===== src/rtl/serial_out.sv =====
// Serial transmitter: streams the active field of each dataset row LSB-first,
// one bit per clock, prefetching the next row so rows follow with no gap.
module serial_out #(
   parameter int ADDR_WIDTH   = 12,
   parameter int MAX_FEATURES = 15,
   parameter int LENGTH       = 16,
   parameter int DATA_WIDTH   = LENGTH * (MAX_FEATURES + 1)
) (
   input  logic                  CLK,
   input  logic                  RST,
   input  logic                  start,
   input  logic [ADDR_WIDTH-1:0] num_dp,
   input  logic [3:0]            feat,
   output logic                  rd_en,
   output logic [ADDR_WIDTH-1:0] rd_addr,
   input  logic [DATA_WIDTH-1:0] rd_data,
   output logic                  ser,
   output logic                  ser_valid,
   output logic                  busy,
   output logic                  flag,
   output logic                  done
);

   localparam int IDX_W = $clog2(DATA_WIDTH);
   localparam logic [IDX_W-1:0]      LAST_IDX = IDX_W'(DATA_WIDTH - 1);
   localparam logic [IDX_W-1:0]      IDX_ONE  = IDX_W'(1);
   localparam logic [ADDR_WIDTH-1:0] ROW_ONE  = ADDR_WIDTH'(1);

   typedef enum logic [2:0] {IDLE, FETCH, LOAD, SHIFT, DONE} state_t;

   state_t                  state, state_n;
   logic                    rd_en_n;
   logic [ADDR_WIDTH-1:0]   rd_addr_n;
   logic                    ser_n, ser_valid_n, busy_n, flag_n, done_n;
   logic [DATA_WIDTH-1:0]   shift_reg, shift_n;
   logic [DATA_WIDTH-1:0]   next_buf, next_buf_n;
   logic [IDX_W-1:0]        idx, idx_n, idx_inc;
   logic [ADDR_WIDTH-1:0]   row, row_n;
   logic [ADDR_WIDTH-1:0]   num_q, num_n;
   logic [3:0]              feat_q, feat_n;
   logic                    rd_vld_p1;
   logic [IDX_W-1:0]        init_w, mid_w;

   // First transmitted bit of a row: everything below it is unused field space.
   function automatic logic [IDX_W-1:0] init_of(input logic [3:0] f);
      logic [IDX_W:0] span;
      span = (IDX_W+1)'(LENGTH) * ((IDX_W+1)'(f) + (IDX_W+1)'(1));
      return IDX_W'((IDX_W+1)'(DATA_WIDTH) - span);
   endfunction

   function automatic logic [IDX_W-1:0] mid_of(input logic [3:0] f);
      return init_of(f) + IDX_W'(LENGTH / 2) * IDX_W'(f);
   endfunction

   assign init_w  = init_of(feat_q);
   assign mid_w   = mid_of(feat_q);
   assign idx_inc = idx + IDX_ONE;

   always_comb begin
      state_n     = state;
      rd_en_n     = 1'b0;
      rd_addr_n   = rd_addr;
      ser_n       = 1'b0;
      ser_valid_n = 1'b0;
      busy_n      = 1'b0;
      flag_n      = flag;
      done_n      = done;
      shift_n     = shift_reg;
      next_buf_n  = rd_vld_p1 ? rd_data : next_buf;
      idx_n       = idx;
      row_n       = row;
      feat_n      = feat_q;
      num_n       = num_q;

      case (state)
         IDLE: begin
            if (start) begin
               state_n   = FETCH;
               rd_en_n   = 1'b1;
               rd_addr_n = '0;
               busy_n    = 1'b1;
               feat_n    = feat;
               num_n     = num_dp;
            end
         end
         FETCH: begin
            state_n = LOAD;
            busy_n  = 1'b1;
         end
         LOAD: begin
            state_n     = SHIFT;
            busy_n      = 1'b1;
            shift_n     = rd_data;
            idx_n       = init_w;
            row_n       = '0;
            ser_n       = rd_data[init_w];
            ser_valid_n = 1'b1;
         end
         SHIFT: begin
            busy_n      = 1'b1;
            ser_valid_n = 1'b1;
            // Fetch the following row at the start of this one; even a 16-bit
            // row outlasts the two-cycle RAM latency.
            if (idx == init_w && row < num_q) begin
               rd_en_n   = 1'b1;
               rd_addr_n = row + ROW_ONE;
            end
            if (idx == LAST_IDX) begin
               if (row == num_q) begin
                  state_n     = DONE;
                  ser_valid_n = 1'b0;
                  busy_n      = 1'b0;
                  done_n      = 1'b1;
               end else begin
                  shift_n = next_buf;
                  idx_n   = init_w;
                  row_n   = row + ROW_ONE;
                  ser_n   = next_buf[init_w];
               end
            end else begin
               idx_n = idx_inc;
               ser_n = shift_reg[idx_inc];
            end
         end
         DONE: begin
            state_n = DONE;
         end
         default: begin
            state_n = IDLE;
         end
      endcase

      if (ser_valid_n && row_n == num_n && idx_n == mid_w)
         flag_n = 1'b1;
   end

   always_ff @(posedge CLK) begin
      if (RST) begin
         state     <= IDLE;
         rd_en     <= 1'b0;
         rd_addr   <= '0;
         ser       <= 1'b0;
         ser_valid <= 1'b0;
         busy      <= 1'b0;
         flag      <= 1'b0;
         done      <= 1'b0;
         shift_reg <= '0;
         next_buf  <= '0;
         idx       <= '0;
         row       <= '0;
         num_q     <= '0;
         feat_q    <= '0;
         rd_vld_p1 <= 1'b0;
      end else begin
         state     <= state_n;
         rd_en     <= rd_en_n;
         rd_addr   <= rd_addr_n;
         ser       <= ser_n;
         ser_valid <= ser_valid_n;
         busy      <= busy_n;
         flag      <= flag_n;
         done      <= done_n;
         shift_reg <= shift_n;
         next_buf  <= next_buf_n;
         idx       <= idx_n;
         row       <= row_n;
         num_q     <= num_n;
         feat_q    <= feat_n;
         // RAM data for a read strobe is capturable one cycle after this stage
         rd_vld_p1 <= rd_en;
      end
   end

endmodule


===== config.mk =====
export PLATFORM = sky130hd
export DESIGN_NAME = serial_out
export DESIGN_NICKNAME = d
export VERILOG_FILES = /design/src/rtl/serial_out.sv
export SDC_FILE = /design/constraint.sdc
export NUM_CORES = 1
export LEC_CHECK = 0
export BUFFER_PORTS_ARGS = -buffer_cell sky130_fd_sc_hd__buf_2
export CORE_UTILIZATION = 45
export CTS_CLUSTER_SIZE = 10
export DETAILED_ROUTE_END_ITERATION = 10
export GPL_TIMING_DRIVEN = 0
export SYNTH_ARGS = -nofsm -noshare
export SYNTH_HDL_FRONTEND = slang
export SYNTH_SLANG_ARGS = --single-unit

===== constraint.sdc =====
create_clock -name CLK -period 9.6 [get_ports CLK]
set_clock_uncertainty 0.1 [all_clocks]
set_input_delay 1.44 -clock CLK [delete_from_list [all_inputs] [get_ports CLK]]
set_output_delay 1.44 -clock CLK [all_outputs]
set_load 0.1 [all_outputs]

# Word level (Yosys, flattened, before mapping)

Index checks and enable logic that the tools add are counted.

Register bits after elaboration: 570
Bits of input ports: 275
Output and inout port bits: 18
Logic and storage cells: 83

Add/sub/neg operators: 5
Order comparisons: 3
Equality and inequality tests: 14
Multiplexer cells: 34
Reductions and logical operators: 12

Operator list:

| operator                                             | number |
|---|---|
| 2-to-1 mux 256 bit                                   | 2 |
| one-hot mux 256 bit (2 select lines)                 | 1 |
| 2-to-1 mux 12 bit                                    | 6 |
| one-hot mux 12 bit (2 select lines)                  | 2 |
| binary-select mux 1 bit (select 8 bit)               | 3 |
| equality test 12 bit                                 | 2 |
| < comparator 8 x 9 -> 1 bit (second input constant)  | 2 |
| equality test 8 bit                                  | 2 |
| 2-to-1 mux 8 bit                                     | 2 |
| one-hot mux 8 bit (2 select lines)                   | 1 |
| one-hot mux 3 bit (5 select lines)                   | 1 |
| adder 12 x 1 -> 12 bit (second input constant)       | 1 |
| < comparator 12 bit                                  | 1 |
| AND reduction 3 bit                                  | 4 |
| inequality test 2 bit (second input constant)        | 5 |
| 2-to-1 mux 1 bit                                     | 9 |
| 2-to-1 mux 3 bit                                     | 3 |
| adder 8 x 1 -> 8 bit (second input constant)         | 1 |
| adder 8 x 7 -> 8 bit                                 | 1 |
| equality test 8 bit (second input constant)          | 1 |
| subtractor 1 x 8 -> 8 bit (first input constant)     | 1 |
| equality test 3 x 2 -> 1 bit (second input constant) | 2 |
| one-hot mux 1 bit (2 select lines)                   | 3 |
| adder 4 x 1 -> 4 bit (second input constant)         | 1 |
| 8 further kinds                                      | 11 |

# Logic depth before layout (Yosys ltp)

Gate-level depths: netlist of the first run.

Depth after elaboration: 7
Gate-level depth with buffers: 14
Depth with buffers taken out: 11

# Least setup slack after synthesis of the first run

OpenSTA, ideal clock, no wires.

Path kind: reg-to-reg
From: register idx[0]
To: register ser
Arrival time: 3.530 ns
Data required time: 9.380 ns
Setup slack: 5.850 ns
Stages on the path, launching flop included: 14
Buffers on the path: 4
Clock period less this slack: 3.750 ns
Cells stage by stage: dfxtp_1 > buf_1 > clkbuf_1 > inv_1 > ha_1 > buf_6 > buf_2 > mux4_2 > mux4_2 > nand3_1 > nand3_1 > mux2i_1 > nor2_1 > a211o_1

Word-level cells in the longest chain between the ends: 5
Elaborated cells on any way between the ends: 6
Classes of those cells: 1 x add/sub; 1 x eq/ne; 4 x mux

RTL lines:

| element                                | line | text |
|---|---|---|
| start, declared                        | 37   | `logic [IDX_W-1:0] idx, idx_n, idx_inc;` |
| start signal, assigned                 | 165  | `idx <= idx_n;` |
| adder 8 x 1 -> 8 bit                   | 57   | `assign idx_inc = idx + IDX_ONE;` |
| binary-select mux 1 bit (select 8 bit) | 122  | `ser_n = shift_reg[idx_inc];` |
| 2-to-1 mux 1 bit (implied by the code) | 122  |  |
| 2-to-1 mux 1 bit *                     | 108  | `if (idx == LAST_IDX) begin` |
| one-hot mux 1 bit (2 select lines) *   | 75   | `case (state)` |
| end signal, assigned                   | 158  | `ser <= ser_n;` |
| end, declared                          | 17   | `output logic ser,` |

Every way passes the cells marked *; elsewhere a longest branch is shown, timed or not. The select of a mux whose other input is x is not followed.
A chain may end at the register's enable or synchronous reset.

# Worst setup path in the final report of the first run

Ends and elaborated chain as after synthesis.

==> metrics.yaml, run 1 <==
status: "complete, no violations"
cpPeakStageDelay_ps: 840
rsz0062_at_grt: "no"
cts_resized: 0
drive_gt1_frac: 0.158
cts.path.max_buffers: 3
cts_sinks: 570
final_nets: 3508
antenna_found_initial: 29
initial_core_util: 0.459
vias: 22600
syn_inst: 2851
route.final.wire_length_um: 83200
syn-cell-area_mm2: 0.0255
cts_root_buf: "clkbuf_16"
core_mm2: 0.0556
fin_crit_ps: 5840
synth-main-ff-cell: "dfxtp_1"
post_cts_buffers: 0
globalplace.congestion: 0.904
io_buffers: 291
layout.filler_cells: 5207
crit_fanout: 10
synth-edff-count: 0
cp-end-kind: "flip-flop"
grt_max_degree: 11
cts_tree: "built"
slew_headroom: 0.0877
synth.distinct_cells: 72
critPathKind: "flip-flop to flip-flop"
place_area_mm2: 0.0280
cp_data_required_time_ps: 10010
crit_slowest_cell: "buf_1"
hold_depth: 2
power_density_mw_per_mm2: 196
synth_seq_cells: 570
worst_pin_slew_ps: 1370
cts_buffers: 68
first_pass_iters: 6
ir_drop_mv: 0.130
area_delta_synth_final_pct: 17.2
via_per_inst: 5.64
grt_pass1_wl_um: 126000
final_area_mm2: 0.0299
r2r_slack_ps: 3760
antenna_left: 0
holdBufCountCts: 0
setup_viol: 0
post-route-drc-count: 0
post_drt_wl_per_cell_um: 20.8
cts.clk_slew.worst_paths_ps: 60
r2r_cells: 13
synth_top_cell_by_area: "dfxtp_1"
yosys_warnings: 0
hpwl_um: 60800
num_io_pins: 293
post-route-period-util: 0.609
drv_cap: 0
cts_max_level: 3
finalMaxSlewViolations: 0
synth.avg_cell_area_um2: 8.96
dieArea_mm2: 0.0577
leakage_nw: 11.1
timing.fmax_mhz: 171
cp_cell_sequence: "buf_1, clkbuf_1, inv_1, ha_1, buf_6, buf_2, mux4_2, mux2i_1, a21oi_1, a21oi_1, mux2i_1, o211a_1, a211o_1"
grt_usage: 0.286
hold_viol_final: 0
tns_ps: 0
clk_latency_ps: 610
grt_pass1_vias: 21500
ys_async_sr_fraction: 0
grt-ovfl-total: 0
yosysTopAreaCellShare: 0.447
min_path_type: "flip-flop to flip-flop"
die_h_um: 240
die_x_um: 240
cp-start-kind: "flip-flop"
synth-seq-area-share: 0.447
rows: 86
arrival_ps: 6250
drt_iter0_drc: 1467
synthTopCellsByArea: "dfxtp_1, mux2i_1, a311oi_1, nor2_1, nand2_1"
synth_nets: 3146
[logic make-up (layout without fill, tap and decap cells)]
family / count (synthesis) / in the layout / share of synthesized area
muxes: 351 / 351 / 0.177
buffers and inverters: 270 / 652 / 0.0426
AOI/OAI and AO/OA: 377 / 377 / 0.120
adders and majority gates: 20 / 20 / 0.0101
DFF: 570 / 570 / 0.447
xor gates and xnor gates: 39 / 39 / 0.0137
other: 0 / 15 / 0
and+or+nand+nor: 1224 / 1224 / 0.190
[worst paths after layout]
check | startpoint | endpoint
worst max-delay path | idx[0] | ser
worst min-delay path | done | done
worst max register to register | idx[0] | ser
worst min register to register | done | done
[synthesized netlist by cell type (2+ instances only)]
library cell and n:
inv_1 21, clkbuf_1 177, dfxtp_1 570, a21oi_1 42, o21a_1 5, ha_1 19, or4_1 2, nor4b_1 2
nand3_1 31, nand2b_1 3, and2_1 2, a211oi_1 14, or3_1 4, nor2b_1 13, mux4_2 81, o21ai_1 2
o22ai_1 2, xnor2_1 25, o41ai_2 2, buf_1 33, mux2i_1 268, buf_6 3, nand2_1 558, a21o_1 4
nor4_1 2, nor2_1 576, nand3b_1 2, a22oi_1 6, nand4_1 11, xor2_1 13, buf_4 3, buf_2 32
nor3_1 2, and3_1 4, a211o_1 3, mux2_2 2, a311oi_1 257, o31ai_1 2, o21ai_0 16, a2111oi_0 2
o211ai_1 4
[stage by stage]
stage	utilization	worst slack [ps]	instances	power (mW)	hold slack (ps)
floorplan	-	5850	2851	3.23	354
detailed placement	0.502	3740	3891	3.55	337
CTS	0.537	3720	3981	5.89	345
finish	0.538	3760	3996	5.86	346
global placement	0.502	3800	3890	3.53	339
global route	0.537	3560	3984	6.08	379
[area by class of cell]
type | instances | area (um^2) | share of cell area
diodes | 15 | 37.5 | 0.00125
plain buffers | 249 | 1010 | 0.0337
clock buffers | 86 | 1880 | 0.0630
clock inverters | 4 | 50.0 | 0.00167
inverters | 21 | 78.8 | 0.00263
multi-input cells | 2011 | 13100 | 0.436
flip-flops and latches | 570 | 11400 | 0.381
well taps | 748 | 936 | 0.0313
repair buffers | 292 | 1470 | 0.0490
[critical path, delay by kind of cell, from the launching register on]
family	cells	cell delay (ps)
adder cells (fa/ha/maj)	1	510
buffers and inverters	5	2690
flip-flops	1	500
multiplexers	3	1010
AO/OA/AOI/OAI	4	880
[placed cells by master, fill, tap and decap left out, drive strengths merged, types with 3 or more instances in the layout]
cell type  Yosys  final
nor2         576    576
dfxtp        570    570
nand2        559    559
buf           71    363
mux2i        268    268
clkbuf       178    264
a311oi       257    257
mux4          81     81
a21oi         43     43
nand3         31     31
xnor2         26     26
inv           21     23
ha            19     19
o21ai         18     18
diode          0     15
a211oi        14     14
nor2b         13     13
xor2          13     13
nand4         11     11
a22oi          6      6
o21a           5      5
and3           5      5
a21o           4      4
o211ai         4      4
or3            4      4
a211o          4      4
nor3           4      4
nand2b         3      3
nand3b         3      3
nor4b          3      3
nor4           3      3
o31ai          3      3
[where the power goes]
part           switching (mW)  total, mW  internal, mW
logic                   0.544      0.891         0.347
clock network           0.983       2.35          1.36
registers              0.0855       2.62          2.53
[per-layer routing]
layer	vias up	wire, um	global-route usage
met5	-	230	0
met1	10800	35000	0.369
li1	10700	-	-
met2	797	38300	0.461
met3	201	6850	0.0696
met4	34	2770	0.108
No activity file was read; power rests on OpenSTA's default activity.
==> run 2: changes to the inputs <==
--- a/config.mk
+++ b/config.mk
@@ -10,6 +10,7 @@
 export CTS_CLUSTER_SIZE = 10
 export DETAILED_ROUTE_END_ITERATION = 10
 export GPL_TIMING_DRIVEN = 0
+export PLACE_DENSITY = 0.67
 export SYNTH_ARGS = -nofsm -noshare
 export SYNTH_HDL_FRONTEND = slang
 export SYNTH_SLANG_ARGS = --single-unit
==> constraint.sdc (replaced) <==
create_clock -name CLK -period 4.9 [get_ports CLK]
set_clock_uncertainty 0.1 [all_clocks]
set_input_delay 0.735 -clock CLK [delete_from_list [all_inputs] [get_ports CLK]]
set_output_delay 0.735 -clock CLK [all_outputs]
set_load 0.1 [all_outputs]
==> run 2 against run 1 <==
Die area unchanged. Via count up 1.0%. Critical path depth rose by 1. Clock power rose by 89%. Critical path type unchanged. Largest power group unchanged. Highest routed layer unchanged.
==> metrics.yaml, run 2 (synthesis gave the netlist of run 1 again) <==
status: "complete, no violations"
cts_tree: "built"
post-route-drc-count: 0
critPathKind: "flip-flop to flip-flop"
fin_crit_ps: 4810
arrival_ps: 5200
post-route-util: 0.537
grt_pass1_wl_um: 124000
hpwl_um: 60400
clk_latency_ps: 610
final_area_mm2: 0.0298
drt_iter0_drc: 1716
die_x_um: 240
place_inst: 3891
dpl_worst_slack_ps: -815
cp-start-kind: "flip-flop"
total_power_mw: 11.3
min_path_type: "input port to flip-flop"
grt-ovfl-total: 0
hold_depth: 3
fin_cells: 3988
post_drt_wl_per_cell_um: 20.6
mostFrequentLayoutCells: "nor2_1, dfxtp_1, nand2_1, buf_2, mux2i_1"
rows: 86
setup_viol: 0
globalplace.congestion: 0.958
cts_max_level: 3
first_pass_iters: 5
die_h_um: 240
final_nets: 3507
vias: 22800
cts_root_buf: "clkbuf_16"
leakage_nw: 11.0
slew_headroom: 0.183
cts_resized: 7
cts_buffers: 67
worst_slack_ps: 91.4
cp-end-kind: "flip-flop"
area_delta_synth_final_pct: 16.8
route.final.wire_length_um: 82000
io_buffers: 291
place_area_mm2: 0.0280
layout.filler_cells: 5124
seqCellArea_mm2: 0.0114
grt_usage: 0.281
holdBufCountCts: 0
power_density_mw_per_mm2: 379
timing.fmax_mhz: 208
multi_input_area_mm2: 0.0131
drv_cap: 0
r2r_cells: 14
grt_pass1_vias: 22000
antenna_left: 0
crit_fanout: 10
post-route-period-util: 0.981
hold_viol_final: 0
num_io_pins: 293
core_mm2: 0.0556
post_cts_buffers: 0
antenna_found_initial: 34
grt_max_degree: 11
via_per_inst: 5.71
worst_pin_slew_ps: 1230
final_common_cell: "nor2_1"
drive_gt1_frac: 0.158
cp_data_required_time_ps: 5290
cts_sinks: 570
dieArea_mm2: 0.0577
ir_drop_mv: 0.272
cts.clk_slew.worst_paths_ps: 50
initial_core_util: 0.459
finalMaxSlewViolations: 0
rsz0062_at_grt: "no"
cts.path.max_buffers: 3
run 2: cell count changes in the layout (fill, tap and decap cells not counted), sizes merged:
cell | previous run | this run
clkdlybuf4s18 | 0 | 1
inv | 23 | 24
buf | 363 | 362
clkbuf | 264 | 255
run 2: critical path: stages, from the launching register on:
cell	delay, ps
dfxtp_1	510
clkdlybuf4s18_2	570
clkbuf_4	400
inv_1	150
ha_1	430
buf_6	240
buf_6	260
buf_4	330
mux4_2	360
mux4_2	530
a22oi_1	220
nand3_1	120
mux2i_1	180
nor2_1	60
a211o_1	220
run 2: path summary, 6_finish.rpt:
check               start  slack, ps            end
min reg2reg    rd_addr[4]        360     rd_addr[4]
max reg2reg        idx[0]         90            ser
min          rd_data[219]        280  next_buf[219]
max                idx[0]         90            ser
run 2: stage by stage:
step,TNS (ps),hold WS (ps)
after floorplan,0,354
after global placement,-776,345
after detailed placement,-815,347
after CTS,0,255
after global routing,0,280
final,0,275
run 2: cell type report:
cell class,instances,share of cell area
Inverter,21,0.00264
Buffer,249,0.0343
Tap cell,748,0.0314
Multi-Input combinational cell,2011,0.437
Clock inverter,5,0.00197
Antenna cell,15,0.00126
Clock buffer,77,0.0595
Sequential cell,570,0.382
Timing Repair Buffer,292,0.0493
run 2: where the power goes:
group | switching, mW | total, mW | internal (mW)
Combinational | 1.06 | 1.74 | 0.681
Clock | 1.90 | 4.44 | 2.54
Sequential | 0.170 | 5.13 | 4.96
run 2: routing by layer:
metal  vias to the layer above  share of wire  track usage
li1                      10700              -            -
met1                     10900           0.40        0.346
met2                       878           0.46        0.455
met3                       245          0.093       0.0876
met4                        48          0.040        0.117
met5                         -         0.0038            0
